$ cat src/rtl/r_shifter.sv
// r_shifter: registered 11-bit logical right barrel shifter with sticky-bit output
module r_shifter #(
  parameter int W  = 11,
  parameter int SW = 4
) (
  input  logic          clk,
  input  logic          rst_n,
  input  logic          in_valid,
  input  logic [W-1:0]  in,
  input  logic [SW-1:0] sel,
  output logic          out_valid,
  output logic [W-1:0]  out,
  output logic          sticky
);
  logic [W-1:0] l0, l1, l2, l3;
  logic s0, s1, s2, s3;
  // each stage contributes the low bits it discards
  assign l0 = sel[0] ? in >> 1 : in;
  assign s0 = sel[0] & in[0];
  assign l1 = sel[1] ? l0 >> 2 : l0;
  assign s1 = sel[1] & |l0[1:0];
  assign l2 = sel[2] ? l1 >> 4 : l1;
  assign s2 = sel[2] & |l1[3:0];
  assign l3 = sel[3] ? l2 >> 8 : l2;
  assign s3 = sel[3] & |l2[7:0];
  always_ff @(posedge clk or negedge rst_n)
    if (!rst_n) begin
      out       <= '0;
      sticky    <= 1'b0;
      out_valid <= 1'b0;
    end else begin
      out_valid <= in_valid;
      if (in_valid) begin
        out    <= l3;
        sticky <= s0 | s1 | s2 | s3;
      end
    end
endmodule

$ cat config.mk
export PLATFORM = sky130hd
export DESIGN_NAME = r_shifter
export DESIGN_NICKNAME = d
export VERILOG_FILES = /design/src/rtl/r_shifter.sv
export SDC_FILE = /design/constraint.sdc
export NUM_CORES = 1
export LEC_CHECK = 0
export CAP_MARGIN = 5
export CORE_ASPECT_RATIO = 1.75
export CORE_UTILIZATION = 42
export CTS_CLUSTER_DIAMETER = 60
export DETAILED_ROUTE_END_ITERATION = 8
export PLACE_DENSITY = 0.75
export SLEW_MARGIN = 20
export SYNTH_ARGS = -nofsm -noshare
export SYNTH_HDL_FRONTEND = slang
export SYNTH_SLANG_ARGS = --single-unit
$ cat constraint.sdc
create_clock -name clk -period 0.8 [get_ports clk]
set_input_delay 0.16 -clock clk [delete_from_list [all_inputs] [get_ports clk]]
set_output_delay 0.16 -clock clk [all_outputs]
set_load 0.01 [all_outputs]
* Word-level counts from Yosys, hierarchy flattened
Index checks and enable logic that the tools add are counted.
** Storage, ports and cells
- Flip-flop bits (word level) :: 13
- Bits of input ports :: 18
- Output and inout bits :: 13
** Cells by class
- Mux-type cells :: 4
- Bitwise operators :: 7
- Reductions and logical operators :: 3
** Operators by type and width (count)
- two-way mux 11 bit :: 4
- OR reduction 8 bit :: 1
- bitwise AND 1 bit :: 4
- OR reduction 4 bit :: 1
- OR 1 bit :: 3
- OR reduction 2 bit :: 1

* Longest topological paths before layout
Gate-level depths: netlist of the first run.
- Depth in word-level cells :: 6
- Gate-level depth with buffers :: 7
- Mapped depth without buffers :: 5

* Worst setup path after synthesis of the first run
Ideal clock, no wire load.
- Path kind :: input-to-reg
- Start point :: input sel[0]
- End point :: register sticky
- Setup time :: 129 ps
- Data arrival time :: 1324 ps
- Required time :: 671 ps
- Slack :: -653 ps
- Cell stages on the path :: 6
- Buffers on the path :: 1
- Path through :: buf_6 -> mux2_4 -> o32a_1 -> a211o_1 -> a21oi_1 -> a21oi_1
** On the way
- Longest elaborated chain between the ends :: 6
- Elaborated cells between the ends (all ways) :: 13
- Those cells by class :: mux: 3; bitwise: 7; reduce/logical: 3
** RTL lines
- start: declaration :: line 10 : input logic [SW-1:0] sel,
- two-way mux 11 bit :: line 18 : assign l0 = sel[0] ? in >> 1 : in;
- two-way mux 11 bit or OR reduction 2 bit (tied branches) :: line 20, 21
- two-way mux 11 bit (tied with other cells) :: line 22 : assign l2 = sel[2] ? l1 >> 4 : l1;
- OR reduction 8 bit (tied with other cells) :: line 25 : assign s3 = sel[3] & |l2[7:0];
- bitwise AND 1 bit or OR 1 bit (tied branches) :: line 25, 35
- OR 1 bit * :: line 35 : sticky <= s0 | s1 | s2 | s3;
- end signal: assignment :: line 35
- end: declaration :: line 13 : output logic sticky
Mark *: on every way between the ends. The rest lies on a longest branch, timed or not.
A chain may end at the register's enable or synchronous reset.

* Worst setup path after layout of the first run
- Start point :: input in[1]
- End point :: register sticky
** On the way
- Longest elaborated chain between the ends :: 6
- Elaborated cells between the ends (all ways) :: 12
- Those cells by class :: mux: 3; bitwise: 6; reduce/logical: 3
** RTL lines
- start: declaration :: line 9 : input logic [W-1:0] in,
- two-way mux 11 bit * :: line 18
- two-way mux 11 bit or OR reduction 2 bit (tied branches) :: line 20, 21
- two-way mux 11 bit (tied with other cells) :: line 22
- OR reduction 8 bit (tied with other cells) :: line 25
- bitwise AND 1 bit or OR 1 bit (tied branches) :: line 25, 35
- OR 1 bit * :: line 35
Marked as above.

==> impl_metrics.csv, run 1 <==
group,metric,value,unit
status,outcome,"finished with violations",
status,violations,"negative setup slack",
routing,drc_errors,0,
sta,rsz0062_at_grt,"true",
finish,nNetsFinal,211,
routing,wirelength,3630,um
placement,placed_cell_area,1620,sq um
placement,dp_hpwl,2600,um
sta,final_hold_viol_count,0,
finish,final_cell_mix,"34 x buf_4, 15 x buf_2, 14 x buf_6, 13 x nor2_1, 13 x dfrtp_1",
sta,timing.fmax,0.817,GHz
critical_path,rr_worst_depth,3,
pwr,total_leakage_power,0.843,nW
sta,slew_viol_final,0,
critical_path,crit_type,"in -> reg",
finish,antenna_cells,0,
synth,yosysTopAreaCell,"dfrtp_1",
floorplanning,rows,23,
routing,dr.pass1.iters,4,
synth,netlist_area,1070,sq um
sta,timing.final.crit_share,1.53,
sta,setup_viol,25,
placement,pre_cts_ws,-1.20,ns
critical_path,critPathArrivalTime,1.35,ns
worst_hold_path,worstHoldPathType,"in -> async",
sta,setup_ws,-0.424,ns
global_routing,grt_pass1_wl,5560,um
sta,finalCriticalPeriod,1.22,ns
clock_network,cts_root_buffer,"clkbuf_8",
critical_path,end_kind,"register",
pwr,peakVddDrop,0.668,mV
finish,regArea,325,sq um
synth,synth_top_area_frac,0.303,
clock_network,clk_latency,0.25,ns
pwr,total_power,2.23,mW
placement,port_buffers,30,
routing,routedWlPerCell,16.7,um
floorplanning,dieArea,2770,sq um
synth,synth_area_leaders,"dfrtp_1 30%, mux2_2 9.4%, mux4_1 7.3%",
finish,synthToLayoutAreaGrowth,70.2,%
floorplanning,io_pins,31,
clock_network,cts_tree,"built",
synth,synth_warnings,0,
global_routing,antenna_found_initial,0,
routing,drt_iter0_drc,58,
critical_path,start_kind,"primary input",
global_routing,grt_max_degree,14,
critical_path,regToRegStartpoint,"sticky",
routing,vias_per_cell,5.84,
job,maxCapViolCount,0,
clock_network,clockBufferDepth,2,
global_routing,first_global_vias,1288,
floorplanning,die_w,40.2,um
critical_path,rr_endpoint,"sticky",
sta,relSlewSlack,0.762,
floorplanning,start_util,0.455,
floorplanning,die-height,68.9,um
clock_network,htree_levels,1,
synth,ys_types,32,
finish,multi_input_area,787,sq um
finish,finalInstanceArea,1830,sq um
critical_path,crit_fanout,3,
placement,finalWeightedCongestion,0.882,
global_routing,grtUsageTotal,0.297,
clock_network,clkTransAtPathRegs,0.05,ns
sta,clock_skew,0,ns
finish,layout-drive-gt1-share,0.547,
critical_path,required,0.93,ns
synth,avgSynthCellArea,8.67,sq um
clock_network,cts.sinks,13,
pwr,cellPowerDensity,1220,nW/um^2
synth,ys_ff_latch,13,
routing,num_vias,1267,
synth,seq_area_frac_synth,0.303,
sta,worstMarginPinSlew,0.357,ns
critical_path,r2r_slack,-0.05,ns
synth,syn-num-nets,142,
finish,final_common_cell,"buf_4",
clock_network,numCtsBuffers,3,
routing,drtAntennaViolNets,0,
global_routing,grt.overflow.total,0,
clock_network,holdBufCountCts,0,
synth,synth_cells,124,
finish,fillers,181,
critical_path,startpoint,"in[1]",
floorplanning,core-area,2360,sq um
==> flip-flops by register name, indices dropped and copies added, names as in the netlist <==
| register | cells |
|---|---|
| out | 11 |
| sticky | 1 |
| out_valid | 1 |
==> worst max-delay path, cell delays in order <==
cell and delay, ns:
dlygate4sd2_1 0.25, or2_2 0.28, o32a_1 0.17, a211o_1 0.30, o22ai_1 0.14, a21oi_1 0.05
==> how the worst max path moves through the flow <==
| stage | to | slack (ns) |
|---|---|---|
| 3_3_place_gp | out[1] | -1.17 |
| 6_report | sticky | -0.42 |
| 3_5_place_dp | out[0] | -1.20 |
| 5_1_grt | out[1] | -0.47 |
| 4_1_cts | sticky | -0.50 |
| 2_1_floorplan | sticky | -0.61 |
==> cells by family after synthesis <==
logic type / share of synthesized area
compound gates: 0.207
buf+inv: 0.0826
flops: 0.303
mux: 0.268
simple gates: 0.140
==> cell usage after synthesis (all sizes together) <==
master	instances
nor4	2
inv	11
nand2b	2
or2	1
o211ai	2
a211oi	2
mux4	4
o21ai	4
nor2b	2
mux2i	7
buf	5
o221ai	1
and2	1
nor2	15
a22oi	1
a211o	1
nor3	1
nor4b	1
a21oi	13
nand2	8
o2111ai	1
o32a	1
dfrtp	13
o22ai	9
o21a	1
clkinv	1
mux2	10
clkbuf	4
==> per-layer routing <==
metal	GRT usage	up-vias	part of all wire
met1	0.280	605	0.33
met4	0.213	0	0.042
met5	0	-	0
li1	-	585	-
met3	0.0256	17	0.031
met2	0.548	60	0.60
==> through the flow <==
step	std cells	TNS, ns	hold WS [ns]	util
after global routing	217	-5.59	0.264	0.775
after CTS	213	-5.19	0.269	0.719
after detailed placement	203	-15.74	0.513	0.688
after floorplan	124	-4.00	-0.136	-
after global placement	203	-15.38	0.502	0.688
final	217	-4.65	0.253	0.775
==> repair_timing <==
action	4_1_cts	5_1_grt
resized for setup	127	24
endpoints found under the setup margin	25	25
pin swaps	10	11
gates cloned	1	0
setup buffers	5	4
==> layout make-up <==
type | instances | share of cell area
Clock buffer | 4 | 0.0246
Sequential cell | 13 | 0.178
Tap cell | 25 | 0.0171
Multi-Input combinational cell | 90 | 0.430
Inverter | 12 | 0.0246
Timing Repair Buffer | 73 | 0.326
==> power by group <==
part	switching [mW]	total [mW]	internal, mW
Clock	0.240	0.592	0.352
Sequential	0.0290	0.739	0.710
Combinational	0.416	0.903	0.487
Total	0.685	2.23	1.55
Power figures use the tool's default switching activity.
==> run 2, diff against run 1 <==
ABC_AREA = 1   (was unset)
CORE_ASPECT_RATIO = unset   (was 1.75)
CORE_UTILIZATION = 40   (was 42)
GPL_ROUTABILITY_DRIVEN = 0   (was unset)
==> run 2 against run 1 <==
  * The flow now stops in global routing (5_1_grt)
  * Synthesized cell count is 14% higher
  * Area after synthesis down 16%
==> impl_metrics.csv, run 2 <==
group,metric,value,unit
floorplanning,start_util,0.444,
synth,synth_async_sr_flop_share,1.00,
clock_network,holdBufCountCts,0,
synth,seq_area_frac_synth,0.359,
synth,synth_cells,141,
sta,endpoint_type,"sequential cell input",
synth,synth_ff_type,"dfrtp_1",
synth,netlist_area,906,sq um
synth,ys_ff_latch,13,
clock_network,numCtsBuffers,3,
placement,dp_hpwl,1980,um
synth,synth_area_leaders,"dfrtp_1 36%, nand2_1 27%, nand3_1 10%",
synth,synth_edf_count,0,
floorplanning,die-height,49.6,um
placement,numPlacedInstances,220,
sta,grt-worst-endpoint,"sticky$_DFFE_PN0P_/D",
synth,yosysMostFrequentCell,"nand2_1",
floorplanning,io_pins,31,
placement,port_buffers,30,
synth,synth_top_area_frac,0.359,
synth,yosysTopAreaCell,"dfrtp_1",
synth,ys_types,18,
synth,avgSynthCellArea,6.42,sq um
synth,synth_warnings,0,
clock_network,cts.sinks,13,
synth,synthTopCellsByCount,"64 x nand2_1, 19 x nand3_1, 13 x dfrtp_1",
floorplanning,die_w,49.6,um
placement,pre_cts_ws,-0.897,ns
status,stop_stage,"global routing (5_1_grt)",
floorplanning,rows,16,
global_routing,grt_max_degree,14,
status,tool.error,"[ERROR DPL-0033] detailed placement checks failed during check placement.",
synth,syn-num-nets,159,
status,outcome,"aborted with a tool error",
clock_network,clockBufferDepth,2,
clock_network,htree_levels,1,
clock_network,cts_root_buffer,"clkbuf_4",
global_routing,antenna_found_initial,0,
## run 2: logic make-up after synthesis
family | count (synthesis) | synth area share
flip-flops | 13 | 0.359
AO/OA/AOI/OAI | 20 | 0.124
buffers and inverters | 13 | 0.0856
AND/OR/NAND/NOR | 95 | 0.431
## run 2: per-stage QoR
step	TNS, ns	instance area, sq um
floorplan	-0.811	947
detailed placement	-12.10	1460
CTS	-2.29	1770
global placement	-11.55	1460
## run 2: what timing repair did
action	4_1_cts
resized for setup	164
pin swaps	48
gates cloned	3
endpoints found under the setup margin	25
buffers inserted	14
==> run 3, diff against run 2 <==
CORE_AREA = 2 2 63 65   (was unset)
CORE_UTILIZATION = unset   (was 40)
CTS_CLUSTER_DIAMETER = unset   (was 60)
DIE_AREA = 0 0 65 67   (was unset)
PLACE_DENSITY = unset   (was 0.75)
PLACE_DENSITY_LB_ADDON = 0.15   (was unset)
clock period = 1 ns   (was 0.8 ns; I/O delays follow)
==> run 3 against run 2 <==
  * The flow now finishes, with violations (negative setup slack)
  * Area after synthesis unchanged
  * Synthesized cell count unchanged
==> impl_metrics.csv, run 3 <==
group,metric,value,unit
status,outcome,"finished with violations",
status,violations,"negative setup slack",
floorplanning,io_pins,31,
critical_path,start_kind,"primary input",
finish,final_cell_mix,"42 x buf_4, 30 x nand2_1, 25 x nand2_2",
global_routing,grtUsageTotal,0.148,
sta,timing.fmax,0.939,GHz
global_routing,grt_pass1_wl,4970,um
synth,yosysMostFrequentCell,"nand2_1",
sta,timing.final.crit_share,1.06,
finish,fin_cells,269,
critical_path,regToRegStartpoint,"out[1]",
clock_network,cts.sinks,13,
sta,setup_ws,-0.0647,ns
clock_network,clkTransAtPathRegs,0.05,ns
critical_path,rr_worst_depth,4,
routing,dr.pass1.iters,4,
finish,largest_reg_flops,11,
routing,num_vias,1257,
routing,vias_per_cell,4.67,
routing,drc_errors,0,
clock_network,cts_root_buffer,"clkbuf_8",
critical_path,r2r_slack,0.14,ns
critical_path,rr_endpoint,"out[1]",
placement,port_buffers,30,
global_routing,antenna_found_initial,0,
finish,synthToLayoutAreaGrowth,113,%
critical_path,crit_type,"in -> reg",
clock_network,htree_levels,1,
synth,synth_cells,141,
job,maxCapViolCount,0,
floorplanning,die_w,65,um
sta,worstMarginPinSlew,0.200,ns
finish,reg.largest.list,"out: 11 flops, out_valid: 1 flops, sticky: 1 flops",
floorplanning,rows,22,
synth,synthTopCellsByCount,"64 x nand2_1, 19 x nand3_1, 13 x dfrtp_1",
finish,antenna_cells,0,
clock_network,holdBufCountCts,0,
sta,final_hold_viol_count,0,
floorplanning,dieArea,4360,sq um
floorplanning,core-area,3610,sq um
critical_path,critPathArrivalTime,1.19,ns
clock_network,numCtsBuffers,3,
global_routing,grt.overflow.total,0,
finish,top_register,"out",
worst_hold_path,worstHoldPathType,"in -> async",
finish,layout-drive-gt1-share,0.629,
floorplanning,die-height,67,um
finish,fillers,342,
critical_path,required,1.12,ns
synth,synth_area_leaders,"dfrtp_1 36%, nand2_1 27%, nand3_1 10%",
synth,ys_ff_latch,13,
clock_network,clockBufferDepth,2,
synth,synth_ff_type,"dfrtp_1",
clock_network,clk_latency,0.24,ns
sta,hold_ws,0.267,ns
routing,routedWlPerCell,12.6,um
placement,numPlacedInstances,246,
synth,synth_warnings,0,
pwr,cellPowerDensity,952,nW/um^2
finish,nNetsFinal,240,
global_routing,grt_max_degree,15,
sta,relSlewSlack,0.867,
clock_network,cts_tree,"built",
routing,drtAntennaViolNets,0,
critical_path,end_kind,"register",
synth,synth_top_area_frac,0.359,
sta,rsz0062_at_grt,"true",
sta,setup_viol,4,
placement,dp_hpwl,2180,um
pwr,peakVddDrop,0.427,mV
synth,syn-num-nets,159,
routing,drt_iter0_drc,36,
synth,synth_edf_count,0,
sta,slew_viol_final,0,
routing,wirelength,3400,um
global_routing,first_global_vias,1139,
critical_path,crit_fanout,5,
synth,ys_types,18,
pwr,total_leakage_power,0.992,nW
finish,final_common_cell,"buf_4",
synth,netlist_area,906,sq um
floorplanning,start_util,0.251,
synth,avgSynthCellArea,6.42,sq um
synth,yosysTopAreaCell,"dfrtp_1",
sta,clock_skew,0,ns
sta,finalCriticalPeriod,1.06,ns
synth,seq_area_frac_synth,0.359,
synth,synth_async_sr_flop_share,1.00,
run 3: worst max-delay path, cell delays in order:
cell	delay [ns]
buf_12	0.11
buf_8	0.14
nand2_4	0.07
nand3_2	0.07
nand2_2	0.07
nand2_1	0.08
nand2_2	0.08
nand2_1	0.06
nor2_1	0.10
nand2_1	0.05
nand2_1	0.08
a21oi_2	0.06
run 3: repair_timing:
action | in CTS | in global routing
cloned | 2 | 1
pin swaps | 25 | 37
resized for setup | 94 | 91
endpoints found under the setup margin | 25 | 14
setup buffers | 7 | 9
run 3: cell type report:
type	instances	area [sq um]	share of cell area
multi-input combinational	115	757	0.393
inverter	6	41.3	0.0214
sequential	13	325	0.169
clock buffer	4	45.0	0.0234
tap	48	60.1	0.0312
timing repair buffer	82	689	0.358
timing repair inverter	1	8.76	0.00455
run 3: logic make-up (layout without fill, tap and decap cells):
| kind of cell | Yosys count | count (layout) | share of synthesized area |
|---|---|---|---|
| DFF | 13 | 13 | 0.359 |
| buffers and inverters | 13 | 93 | 0.0856 |
| and+or+nand+nor | 95 | 95 | 0.431 |
| AOI/OAI and AO/OA | 20 | 20 | 0.124 |
run 3: how the worst max path moves through the flow:
stage            from  slack, ns      to
2_1_floorplan  sel[1]      -0.12  sticky
3_3_place_gp   sel[0]      -0.72  sticky
3_5_place_dp   sel[0]      -0.73  sticky
4_1_cts        sel[0]      -0.07  sticky
5_1_grt        sel[0]      -0.15  sticky
6_report       sel[0]      -0.06  sticky
run 3: stage by stage:
step	utilization	setup slack [ns]	total power, mW	setup TNS, ns	cell area (sq um)
2_1_floorplan	-	-0.120	0.848	-0.168	933
6_report	0.534	-0.0647	1.84	-0.159	1930
4_1_cts	0.447	-0.0703	1.67	-0.107	1610
3_5_place_dp	0.415	-0.735	1.18	-8.03	1500
3_3_place_gp	0.415	-0.723	1.18	-7.80	1500
5_1_grt	0.534	-0.150	1.95	-0.424	1930
run 3: report_power, final:
| group | leakage (nW) | internal [mW] | switching (mW) | total, mW |
|---|---|---|---|---|
| clock network | 0.0228 | 0.281 | 0.182 | 0.463 |
| logic | 0.806 | 0.401 | 0.384 | 0.785 |
| registers | 0.163 | 0.568 | 0.0190 | 0.587 |
run 3: layer usage:
layer  wire length, um  vias up  global-route usage  part of all wire
met5                 0        -                   0                 0
met4               108        0              0.0745             0.032
met3               157       10              0.0220             0.046
met2              1840       36               0.272              0.54
met1              1300      579               0.166              0.38
li1                  -      632                   -                 -
